$ cat src/rtl/demux_4_pkg.sv
// Shared constants for the buffered 1-to-4 distributor: selector codes,
// holding-slot states and the default datapath width.
package demux_4_pkg;

    localparam int DEFAULT_DATA_WIDTH = 32;

    localparam logic [1:0] SEL_ONE   = 2'b00;
    localparam logic [1:0] SEL_TWO   = 2'b01;
    localparam logic [1:0] SEL_THREE = 2'b10;
    localparam logic [1:0] SEL_FOUR  = 2'b11;

    typedef enum logic {
        SLOT_EMPTY = 1'b0,
        SLOT_FULL  = 1'b1
    } slot_state_t;

endpackage

$ cat src/rtl/demux_slot.sv
// One-entry holding register between the distributor and a single consumer.
// The full flag is the slot's state and doubles as its observable status.
module demux_slot
    import demux_4_pkg::*;
#(
    parameter int DATA_WIDTH = DEFAULT_DATA_WIDTH
) (
    input  logic                  clk,
    input  logic                  reset,
    input  logic                  load,
    input  logic [DATA_WIDTH-1:0] data_in,
    input  logic                  ready_in,
    output logic                  valid_out,
    output logic [DATA_WIDTH-1:0] data_out,
    output logic                  full
);

    slot_state_t state;

    // A load wins over a drain: drain plus load in one cycle stays FULL with the new word.
    // Data is only written on load, so an emptied slot keeps its last word.
    always_ff @(posedge clk or negedge reset) begin
        if (!reset) begin
            state    <= SLOT_EMPTY;
            data_out <= '0;
        end else if (load) begin
            state    <= SLOT_FULL;
            data_out <= data_in;
        end else if (state == SLOT_FULL && ready_in) begin
            state    <= SLOT_EMPTY;
        end
    end

    assign full      = (state == SLOT_FULL);
    assign valid_out = full;

endmodule

$ cat src/rtl/demux_4_buffered.sv
// Registered 1-to-4 distributor: selector steers each accepted word into one
// of four independent holding slots, so a stalled consumer blocks only its own traffic.
module demux_4_buffered
    import demux_4_pkg::*;
#(
    parameter int DATA_WIDTH  = DEFAULT_DATA_WIDTH,
    parameter int COUNT_WIDTH = 16
) (
    input  logic                   clk,
    input  logic                   reset,
    input  logic [1:0]             selector,
    input  logic                   input_valid,
    output logic                   input_ready,
    input  logic [DATA_WIDTH-1:0]  input_data,
    output logic [3:0]             output_valid,
    input  logic [3:0]             output_ready,
    output logic [DATA_WIDTH-1:0]  output_one,
    output logic [DATA_WIDTH-1:0]  output_two,
    output logic [DATA_WIDTH-1:0]  output_three,
    output logic [DATA_WIDTH-1:0]  output_four,
    output logic [COUNT_WIDTH-1:0] accept_count
);

    // Handshake: a word moves on any rising edge where valid and ready are both 1;
    // ready never looks at valid, and the producer may change its word while ready=0.
    logic [3:0]            full;
    logic [3:0]            load;
    logic                  accept;
    logic [DATA_WIDTH-1:0] slot_data [4];

    assign input_ready = !full[selector] || output_ready[selector];
    assign accept      = input_valid && input_ready;

    always_comb begin
        load = '0;
        if (accept) begin
            case (selector)
                SEL_ONE:   load[0] = 1'b1;
                SEL_TWO:   load[1] = 1'b1;
                SEL_THREE: load[2] = 1'b1;
                SEL_FOUR:  load[3] = 1'b1;
                default:   load    = '0;
            endcase
        end
    end

    for (genvar i = 0; i < 4; i++) begin : g_slot
        demux_slot #(
            .DATA_WIDTH(DATA_WIDTH)
        ) u_slot (
            .clk      (clk),
            .reset    (reset),
            .load     (load[i]),
            .data_in  (input_data),
            .ready_in (output_ready[i]),
            .valid_out(output_valid[i]),
            .data_out (slot_data[i]),
            .full     (full[i])
        );
    end

    assign output_one   = slot_data[0];
    assign output_two   = slot_data[1];
    assign output_three = slot_data[2];
    assign output_four  = slot_data[3];

    always_ff @(posedge clk or negedge reset) begin
        if (!reset) begin
            accept_count <= '0;
        end else if (accept) begin
            accept_count <= accept_count + COUNT_WIDTH'(1);
        end
    end

endmodule

$ cat config.mk
export PLATFORM = sky130hd
export DESIGN_NAME = demux_4_buffered
export DESIGN_NICKNAME = d
export VERILOG_FILES = /design/src/rtl/demux_4_pkg.sv /design/src/rtl/demux_slot.sv /design/src/rtl/demux_4_buffered.sv
export SDC_FILE = /design/constraint.sdc
export NUM_CORES = 1
export LEC_CHECK = 0
export CORE_UTILIZATION = 41
export DETAILED_ROUTE_END_ITERATION = 6
export PLACE_DENSITY = 0.77
export SKIP_LAST_GASP = 1
export SYNTH_ARGS = -nofsm -noshare
export SYNTH_HDL_FRONTEND = slang
export SYNTH_SLANG_ARGS = --single-unit
$ cat constraint.sdc
create_clock -name clk -period 1.66 [get_ports clk]
set_input_delay 0.249 -clock clk [delete_from_list [all_inputs] [get_ports clk]]
set_output_delay 0.249 -clock clk [all_outputs]
set_load 0.01 [all_outputs]
==> results.md <==
- Clk_lat worst skew: 0.41 ns
- Starting Density: 0.426
- Synth Flop Type: dfrtp_1
- Critical path peak fanout: 2
- Synth area leaders: dfrtp_1, mux2_2, mux2_1
- Async SR Flop Fraction: 1.00
- Most frequent cell after synthesis: dfrtp_1
- Vias per cell: 4.94
- Fmax: 531 MHz
- Slew headroom: 0.751
- Arr. time, crit path: 1.63 ns
- Detail Placement HPWL: 9480 um
- Port buffer count: 189
- Die W: 120 um
- Antenna fix cells: 0
- P&R area growth vs syn: 61.5%
- Clock Sinks: 148
- Placement Setup Slack: -0.582 ns
- CTS clk-pin slew, worst paths: 0.06 ns
- Final Cycle Share: 1.13
- Status: finished, violations left
- DP Area: 8120 um^2
- Layout cells sized above 1: 0.366
- FP Rows: 42
- Post-DRT Antenna Nets: 0
- GRT Total Usage: 0.208
- CTS buffer count: 17
- Slew @ Worst Pin: 0.372 ns
- Pin count of the biggest net entering global routing: 52
- CP required: 1.41 ns
- Via count: 3893
- I/O pins: 190
- Clock buffer depth: 2
- Final Hold Fails: 0
- P_leak: 4.12 nW
- Count of cell types in the netlist: 29
- Unrepaired setup endpoints after global routing: yes
- Layout Utilization: 0.687
- Setup WS post-layout: -0.222 ns
- Routability cong.: 0.741
- WL final: 14900 um
- Root buf cell: clkbuf_16
- Filler cell count: 970
- Grt ovf: 0
- Clock Skew: 0.00422 ns
- TritonCTS clock tree: yes
- Vias in the first global route: 4153
- Design area: 9250 um^2
- Setup crit end kind: output port
- Drt initial violations: 119
- Max Transition Viols Final: 0
- Post-Synthesis Cells: 361
- Syn avg cell area: 15.9 um^2
- Wire per inst: 18.9 um
- Share of the synthesized area in the top cell type: 0.647
- Max IR drop VDD: 0.741 mV
- Synth warnings: 0
- Fin nets: 642
- Setup Viol. Count Final: 47
- Chip height: 120 um
- Critical Path Start Type: register
- Violated checks: negative setup slack
- Hold Path Class: in2async
- Area of the mapped netlist: 5730 um^2
- Max Cap Viol: 0
- Antenna violations before repair: 0
- PD cells: 1310 nW/um^2
- Syn Nets: 403
- Die area: 14400 um^2
- First-pass DRT Iterations: 4
- Post-synth EDFFs: 0
- Core area: 13500 um^2
- Number of synthesized register bits: 148
- # DRC: 0
- First-pass GRT wire length: 22600 um
- CP Class: reg2out
- Clock period minus worst slack: 1.88 ns
- Fin Hold WS: 0.293 ns
- Top post-synthesis cells by count: dfrtp_1, mux2_2, mux2_1, buf_2, xnor2_1
- Post-synthesis sequential area ratio: 0.647
- Synth area leader: dfrtp_1
- H-tree depth: 4
-- where the power goes --
part           total (mW)  switching [mW]  internal (mW)
Combinational        3.41            1.24           2.17
Sequential           4.82           0.463           4.36
Clock                3.87            1.41           2.47
-- state kept, by name, summed over array words and instances, names as in the netlist --
signal                  flops
accept_count               16
g_slot.u_slot.full          4
g_slot.u_slot.data_out    128
-- kinds of logic (layout without fill, tap and decap cells) --
logic type                 after synthesis  after routing  share of synthesized area
AOI/OAI and AO/OA                        1              1                   0.000873
xor gates and xnor gates                15             15                     0.0229
adders and majority gates                1              1                    0.00218
buffers and inverters                   20            271                     0.0221
DFF                                    148            148                      0.647
muxes                                  130            130                      0.258
and+or+nand+nor                         46             46                     0.0474
-- critical path, cell delays in order (launching register included) --
cell and delay [ns]:
dfrtp_1 0.39, nor2b_4 0.14, mux4_2 0.50, inv_4 0.10
buf_6 0.10
-- final cells by class --
class	count	area (um^2)	share of cell area
well taps	176	220	0.0238
clock buffers	22	474	0.0513
inverters	1	6.26	0.000677
multi-input cells	193	2150	0.232
clock inverters	9	128	0.0138
flip-flops and latches	148	3710	0.401
repair buffers	239	2560	0.277
-- per-layer routing --
metal,global-route usage,up-vias,routed length [um]
li1,-,1758,-
met1,0.257,1992,6330
met2,0.344,126,7530
met3,0.0651,17,875
met4,0.0719,0,181
met5,0,-,0
-- through the flow --
step | TNS (ns) | total power, mW | cells
after floorplan | -0.346 | 6.06 | 361
after global placement | -48.56 | 7.99 | 731
after detailed placement | -47.82 | 8.09 | 731
after CTS | -3.58 | 12.1 | 774
after global routing | -8.09 | 12.6 | 788
final | -6.05 | 12.1 | 788
-- final timing paths --
kind                                                    from                                         to  slack [ns]  cells after the start
max in group asynchronous                              reset  g_slot[3].u_slot.data_out[31]$_DFFE_PN0P_        0.78                      3
min in group clk                accept_count[15]$_DFFE_PN0P_               accept_count[15]$_DFFE_PN0P_        0.47                      1
min reg2reg                     accept_count[15]$_DFFE_PN0P_               accept_count[15]$_DFFE_PN0P_        0.47                      1
max                        g_slot[0].u_slot.full$_DFFE_PN0P_                                input_ready       -0.22                      4
min                                                    reset                accept_count[9]$_DFFE_PN0P_        0.29                      2
max reg2reg                g_slot[0].u_slot.full$_DFFE_PN0P_               accept_count[15]$_DFFE_PN0P_       -0.17                      8
-- cells in the final DEF (no fill, tap or decap), drive strengths merged, types with 4 or more instances in the layout --
| cell type | instances |
|---|---|
| nor2b | 4 |
| nand4 | 6 |
| xor2 | 5 |
| xnor2 | 10 |
| nor2 | 5 |
| mux2 | 129 |
| dfrtp | 148 |
| dlymetal6s2s | 6 |
| dlygate4sd2 | 5 |
| buf | 48 |
| nand2b | 4 |
| clkbuf | 25 |
| nand3 | 8 |
| clkdlybuf4s50 | 176 |
| nand2 | 5 |
-- repair_timing --
action / CTS / global route
gates resized for setup: 36 / 28
pin swaps: 0 / 12
hold buffers: 1 / 0
setup buffers: 8 / 12
cloned: 3 / 3
setup endpoints to repair: 70 / 87
endpoints found under the hold margin: 30 / 0
(Power assumes the default switching activity.)
